$ cat src/rtl/dm_apb_mem_bridge_pkg.sv
// Shared debug-module constants: default bridge window and width-legality helpers.
package dm_apb_mem_bridge_pkg;

    localparam int unsigned DefaultAddrWidth    = 32;
    localparam int unsigned DefaultDataWidth    = 32;
    localparam int unsigned DefaultMemDataWidth = 64;
    localparam int unsigned DefaultMemAddrWidth = 15;
    localparam logic [63:0] DefaultBaseAddr     = 64'h0;
    localparam int unsigned DefaultWindowSize   = 32'h8000;

    localparam int unsigned MinReadLatency = 1;
    localparam int unsigned MaxReadLatency = 4;

    // True for a non-zero power of two.
    function automatic bit is_pow2(input int unsigned v);
        return (v != 0) && ((v & (v - 1)) == 0);
    endfunction

    // APB side is 32 or 64 bits; the memory port must be a whole number of APB lanes.
    function automatic bit dm_widths_legal(input int unsigned dw, input int unsigned mdw);
        return ((dw == 32) || (dw == 64)) && (mdw >= dw) && ((mdw % dw) == 0);
    endfunction

endpackage

$ cat src/rtl/dm_lane_steer.sv
// Byte-lane steering between a narrow bus and a wide memory word.
module dm_lane_steer #(
    parameter int unsigned DataWidth    = 32,
    parameter int unsigned MemDataWidth = 64,
    localparam int unsigned Lanes        = MemDataWidth / DataWidth,
    localparam int unsigned LaneWidth    = (Lanes > 1) ? $clog2(Lanes) : 1,
    localparam int unsigned StrbWidth    = DataWidth / 8,
    localparam int unsigned MemStrbWidth = MemDataWidth / 8
) (
    input  logic                    we_i,
    input  logic [LaneWidth-1:0]    wr_lane_i,
    input  logic [DataWidth-1:0]    wdata_i,
    input  logic [StrbWidth-1:0]    strb_i,
    output logic [MemDataWidth-1:0] wdata_o,
    output logic [MemStrbWidth-1:0] be_o,
    input  logic [LaneWidth-1:0]    rd_lane_i,
    input  logic [MemDataWidth-1:0] rdata_i,
    output logic [DataWidth-1:0]    rdata_o
);

    logic [StrbWidth-1:0] lane_strb;

    // Reads enable the whole addressed lane; writes use the bus strobes.
    always_comb begin
        lane_strb = we_i ? strb_i : {StrbWidth{1'b1}};
        wdata_o   = {Lanes{wdata_i}};
    end

    if (Lanes == 1) begin : g_single_lane
        // One lane: straight pass-through in both directions.
        always_comb begin
            be_o    = lane_strb;
            rdata_o = rdata_i;
        end
    end else begin : g_multi_lane
        // Shift strobes into the addressed lane and pick the read slice.
        always_comb begin
            be_o    = MemStrbWidth'(lane_strb) << (StrbWidth * wr_lane_i);
            rdata_o = rdata_i[rd_lane_i*DataWidth +: DataWidth];
        end
    end

endmodule

$ cat src/rtl/dm_apb_mem_bridge.sv
// APB4 slave to debug-module memory port bridge with req/gnt and fixed read latency.
module dm_apb_mem_bridge
    import dm_apb_mem_bridge_pkg::*;
#(
    parameter int unsigned          AddrWidth    = DefaultAddrWidth,
    parameter int unsigned          DataWidth    = DefaultDataWidth,
    parameter int unsigned          MemDataWidth = DefaultMemDataWidth,
    parameter int unsigned          MemAddrWidth = DefaultMemAddrWidth,
    parameter logic [AddrWidth-1:0] BaseAddr     = AddrWidth'(DefaultBaseAddr),
    parameter int unsigned          WindowSize   = DefaultWindowSize,
    parameter int unsigned          ReadLatency  = 1
) (
    input  logic                      clk_i,
    input  logic                      rst_ni,
    input  logic [AddrWidth-1:0]      paddr_i,
    input  logic                      psel_i,
    input  logic                      penable_i,
    input  logic                      pwrite_i,
    input  logic [DataWidth-1:0]      pwdata_i,
    input  logic [DataWidth/8-1:0]    pstrb_i,
    output logic [DataWidth-1:0]      prdata_o,
    output logic                      pready_o,
    output logic                      pslverr_o,
    output logic                      req_o,
    input  logic                      gnt_i,
    output logic                      we_o,
    output logic [63:0]               addr_o,
    output logic [MemDataWidth/8-1:0] be_o,
    output logic [MemDataWidth-1:0]   wdata_o,
    input  logic [MemDataWidth-1:0]   rdata_i
);

    localparam int unsigned StrbWidth    = DataWidth / 8;
    localparam int unsigned MemStrbWidth = MemDataWidth / 8;
    localparam int unsigned Lanes        = MemDataWidth / DataWidth;
    localparam int unsigned LaneWidth    = (Lanes > 1) ? $clog2(Lanes) : 1;
    localparam int unsigned OffsWidth    = $clog2(StrbWidth);
    localparam logic [AddrWidth-1:0] WinMask = ~(AddrWidth'(WindowSize - 1));

    // Reject illegal parameter sets at elaboration.
    if (!dm_widths_legal(DataWidth, MemDataWidth) || (ReadLatency < MinReadLatency) ||
        (ReadLatency > MaxReadLatency) || !is_pow2(WindowSize)) begin : g_param_check
        $error("dm_apb_mem_bridge: illegal parameters");
    end

    typedef enum logic [2:0] {
        StIdle,
        StReq,
        StRwait,
        StRack,
        StWack
    } state_e;

    function automatic logic [LaneWidth-1:0] lane_of(input logic [AddrWidth-1:0] a);
        return (Lanes > 1) ? a[OffsWidth +: LaneWidth] : '0;
    endfunction

    function automatic logic [OffsWidth-1:0] offset_of(input logic [AddrWidth-1:0] a);
        return a[OffsWidth-1:0];
    endfunction

    state_e                  state_q, state_d;
    logic [1:0]              cnt_q;
    logic [LaneWidth-1:0]    lane_q;
    logic [DataWidth-1:0]    prdata_q;
    logic                    access;
    logic                    err;
    logic                    req;
    logic                    pready;
    logic                    pslverr;
    logic                    err_rsp;
    logic                    rd_grant;
    logic                    rd_sample;
    logic [MemDataWidth-1:0] steer_wdata;
    logic [MemStrbWidth-1:0] steer_be;
    logic [DataWidth-1:0]    rd_slice;

    // Access phase qualifier; gated by reset so every output reads 0 while in reset.
    always_comb begin
        access = psel_i & penable_i & rst_ni;
        err    = ((paddr_i & WinMask) != (BaseAddr & WinMask)) || (offset_of(paddr_i) != '0);
    end

    dm_lane_steer #(
        .DataWidth   (DataWidth),
        .MemDataWidth(MemDataWidth)
    ) u_lane_steer (
        .we_i     (pwrite_i),
        .wr_lane_i(lane_of(paddr_i)),
        .wdata_i  (pwdata_i),
        .strb_i   (pstrb_i),
        .wdata_o  (steer_wdata),
        .be_o     (steer_be),
        .rd_lane_i(lane_q),
        .rdata_i  (rdata_i),
        .rdata_o  (rd_slice)
    );

    // State register.
    always_ff @(posedge clk_i or negedge rst_ni) begin
        if (!rst_ni) begin
            state_q <= StIdle;
        end else begin
            state_q <= state_d;
        end
    end

    // Next-state logic.
    always_comb begin
        state_d = state_q;
        unique case (state_q)
            StIdle: begin
                if (access && !err) begin
                    if (gnt_i) begin
                        state_d = pwrite_i ? StWack : StRwait;
                    end else begin
                        state_d = StReq;
                    end
                end
            end
            StReq: begin
                if (gnt_i) begin
                    state_d = pwrite_i ? StWack : StRwait;
                end
            end
            StRwait: begin
                if (cnt_q == 2'd0) begin
                    state_d = StRack;
                end
            end
            StRack:  state_d = StIdle;
            StWack:  state_d = StIdle;
            default: state_d = StIdle;
        endcase
    end

    // Handshake outputs per state; error responses complete with zero wait states.
    always_comb begin
        req     = 1'b0;
        pready  = 1'b0;
        pslverr = 1'b0;
        err_rsp = 1'b0;
        unique case (state_q)
            StIdle: begin
                if (access) begin
                    if (err) begin
                        pready  = 1'b1;
                        pslverr = 1'b1;
                        err_rsp = 1'b1;
                    end else begin
                        req = 1'b1;
                    end
                end
            end
            StReq:   req = 1'b1;
            StRack:  pready = 1'b1;
            StWack:  pready = 1'b1;
            default: ;
        endcase
    end

    // Memory-side fields follow the live APB inputs while a request is up.
    always_comb begin
        req_o     = req;
        pready_o  = pready;
        pslverr_o = pslverr;
        prdata_o  = err_rsp ? '0 : prdata_q;
        we_o      = req & pwrite_i;
        addr_o    = req ? 64'(paddr_i[MemAddrWidth-1:0]) : 64'd0;
        be_o      = req ? steer_be : '0;
        wdata_o   = req ? steer_wdata : '0;
    end

    always_comb begin
        rd_grant  = req & gnt_i & ~pwrite_i;
        rd_sample = (state_q == StRwait) && (cnt_q == 2'd0);
    end

    // Read latency counter, lane capture at grant, and read-data register.
    always_ff @(posedge clk_i or negedge rst_ni) begin
        if (!rst_ni) begin
            cnt_q    <= 2'd0;
            lane_q   <= '0;
            prdata_q <= '0;
        end else begin
            if (rd_grant) begin
                cnt_q  <= 2'(ReadLatency - 1);
                lane_q <= lane_of(paddr_i);
            end else if ((state_q == StRwait) && (cnt_q != 2'd0)) begin
                cnt_q <= cnt_q - 2'd1;
            end
            if (rd_sample) begin
                prdata_q <= rd_slice;
            end
        end
    end

endmodule
$ cat config.mk
export PLATFORM = sky130hd
export DESIGN_NAME = dm_apb_mem_bridge
export DESIGN_NICKNAME = d
export VERILOG_FILES = /design/src/rtl/dm_apb_mem_bridge_pkg.sv /design/src/rtl/dm_lane_steer.sv /design/src/rtl/dm_apb_mem_bridge.sv
export SDC_FILE = /design/constraint.sdc
export NUM_CORES = 1
export LEC_CHECK = 0
export CORE_AREA = 2 2 119 121
export CTS_CLUSTER_SIZE = 10
export DETAILED_ROUTE_END_ITERATION = 8
export DIE_AREA = 0 0 121 123
export DONT_BUFFER_PORTS = 1
export SLEW_MARGIN = 20
export SYNTH_ARGS = -nofsm -noshare
export SYNTH_HDL_FRONTEND = slang
export SYNTH_SLANG_ARGS = --single-unit
$ cat constraint.sdc
create_clock -name clk_i -period 2.1 [get_ports clk_i]
set_input_delay 0.525 -clock clk_i [delete_from_list [all_inputs] [get_ports clk_i]]
set_output_delay 0.525 -clock clk_i [all_outputs]
set_load 0.02 [all_outputs]
==> results.md <==
* Clock sinks at 38
* Critical Path Start Type: flip-flop
* Core Rows at 43
* Sequential cell area at 952.2 µm²
* Initial Utilization at 22.34%
* Synth top area share at 31.28%
* Initial antenna violation count at 0
* First-pass GRT wire length at 12950 µm
* Final WL at 9778 µm
* Violated checks: negative setup slack
* DR iter-0 viols at 87
* Avg WL per Cell at 17.97 µm
* Skew final at 4.158 ps
* Worst path required time at 1570 ps
* ANT nets after route at 0
* Worst setup EP type: output port
* DRC viols at 0
* Synthesized cell area at 3040 µm²
* CTS tree: yes
* Final period util at 119.0%
* Routed via count at 2283
* Final Max Tran Viols at 0
* Crit path kind: flip-flop to output port
* Max H-tree Level at 2
* Vias in the first global route at 2213
* Mean post-synth cell area at 8.285 µm²
* Pre-antenna DRT Iters at 4
* Post-synth cell types at 31
* Layout overhead on the synthesized area at 28.52%
* RSZ-0062 raised after global routing: true
* Chip height at 123 µm
* Gr ovfl total at 0
* Pwr Total at 0.005823 W
* Commonest non-fill, non-tap cells in the layout: and2_4 (76), conb_1 (49), nor2_1 (41), dfrtp_1 (37)
* Max cap viols at 0
* Crit path time final at 2499 ps
* Fillers at 1436
* R2r worst-path depth at 6
* Multi-input logic area at 1922 µm²
* Count of final hold-check violations at 0
* PortBufs at 0
* Status: finished with violations
* Power per cell area at 1490 nW/µm²
* Die footprint at 14880 µm²
* Register bit count reported by yosys at 38
* Peak supply drop at 0.7952 mV
* Commonest non-fill, non-tap cell in the layout: and2_4
* Clk Tree Root Cell: clkbuf_16
* Fin Hold WS at 85.16 ps
* Chip width at 121 µm
* Share of cells above drive strength 1 at 42.31%
* All-Layer GR Usage at 11.94%
* Worst path arrival time at 1970 ps
* Leakage at 1.687 nW
* N_diodes at 0
* Cell count after synthesis at 367
* Core area at 13610 µm²
* Area leader, netlist: dfrtp_1
* Worst Path Max Fanout at 5
* Top cells by area, synth: dfrtp_1 (31%), buf_4 (20%), and2_1 (16%), mux2i_1 (11%), nor2_1 (5.7%)
* Clock latency on the worst-skew pair at 280 ps
* Mean number of vias per cell at 4.197
* Yosys warns at 0
* Clock slew at reported path FFs at 60 ps
* Placer Congestion at 0.7155
* Detail Placement HPWL at 7566 µm
* # setup viols final at 123
* Final setup margin at -399.0 ps
* Ports at 310
* CTS buffer count at 5
* Final #Nets at 502
* Largest net degree at the start of global routing at 46
* Register area share after synthesis at 31.28%
* Setup TNS at -39980 ps
* Max clock buf depth at 2
* Worst hold path type: input pin to asynchronous set/reset pin
* Max Freq at 0.4002 GHz
-- layer usage --
layer	share of wire (%)	global-route usage, %	wire length, µm	up-vias
met5	0	0	0	-
met1	38	13.57	3698	1047
met3	13	6.227	1313	5
li1	-	-	-	1041
met4	0.87	3.052	85	0
met2	48	19.77	4680	190
-- cells by family after synthesis --
group	count (synthesis)	synth area share, %
simple gates	150	26.50
buf+inv	106	23.95
flops	38	31.28
compound gates	37	6.543
mux	33	10.91
fa+ha+maj	1	0.4115
other cells	1	0.1233
xor+xnor	1	0.2881
-- synthesized netlist by cell type (all sizes together) --
library cell / n
dfrtp: 38
nand3: 2
mux2i: 32
nand2: 5
clkbuf: 14
nor4: 4
and3: 1
xnor2: 1
o221ai: 1
nor3: 8
or2: 2
mux2: 1
o211a: 1
and2: 79
inv: 6
conb: 1
nor2: 47
o21bai: 1
a211oi: 1
nand2b: 2
o21ai: 1
ha: 1
a21oi: 32
buf: 86
-- path summary, 6_finish.rpt --
path	startpoint	endpoint	slack, ps
setup / recovery	state_q[2]$_DFFE_PN0P_	prdata_o[21]	-400
hold / removal	rst_ni	prdata_q[20]$_DFFE_PN0P_	90
setup reg to reg	state_q[2]$_DFFE_PN0P_	lane_q$_DFFE_PN0P_	360
hold reg to reg	prdata_q[22]$_DFFE_PN0P_	prdata_q[22]$_DFFE_PN0P_	530
max in group asynchronous	rst_ni	lane_q$_DFFE_PN0P_	1820
min in group clk_i	gnt_i	state_q[0]$_DFFE_PN0P_	340
-- worst max-delay path, stage by stage, from the launching register on --
cell and delay, ps:
dfrtp_1 370, or2_1 230, buf_4 130, buf_6 110
nor3_4 180, o21ai_4 100, buf_12 150, buf_12 120
buf_8 120, and2_4 170
-- where the power goes --
part           internal (W)  switching (W)
Clock              0.000713       0.000286
Combinational       0.00153        0.00202
Sequential          0.00108       0.000196
Total               0.00332        0.00251
-- state kept, by name, summed over array words and instances (netlist names) --
signal and cells:
prdata_q 32, state_q 3, cnt_q 2, lane_q 1
-- repair_timing --
item                       CTS  global route
gates resized for setup    103            13
pin swaps                   32             4
setup buffers               13             3
hold endpoints to repair    38             0
cloned                       5             1
hold buffers                 1             0
setup endpoints to repair  123           123
-- area by class of cell --
class                   count  area share (%)
clock buffers               6           3.554
clock inverters             2           1.537
inverters                   6          0.8646
multi-input cells         271           49.18
flip-flops and latches     38           24.37
well taps                 180           5.764
repair buffers             41           14.73
-- per-stage QoR --
stage	util, %	setup WS (ps)	instance area, µm²	std cells
6_report	28.71	-399.0	3908	544
5_1_grt	28.71	-525.4	3908	544
4_1_cts	28.27	-418.9	3847	542
3_5_place_dp	22.73	-485.1	3094	515
3_3_place_gp	22.73	-424.6	3094	515
2_1_floorplan	-	-243.2	3448	415
(Power assumes the default switching activity.)
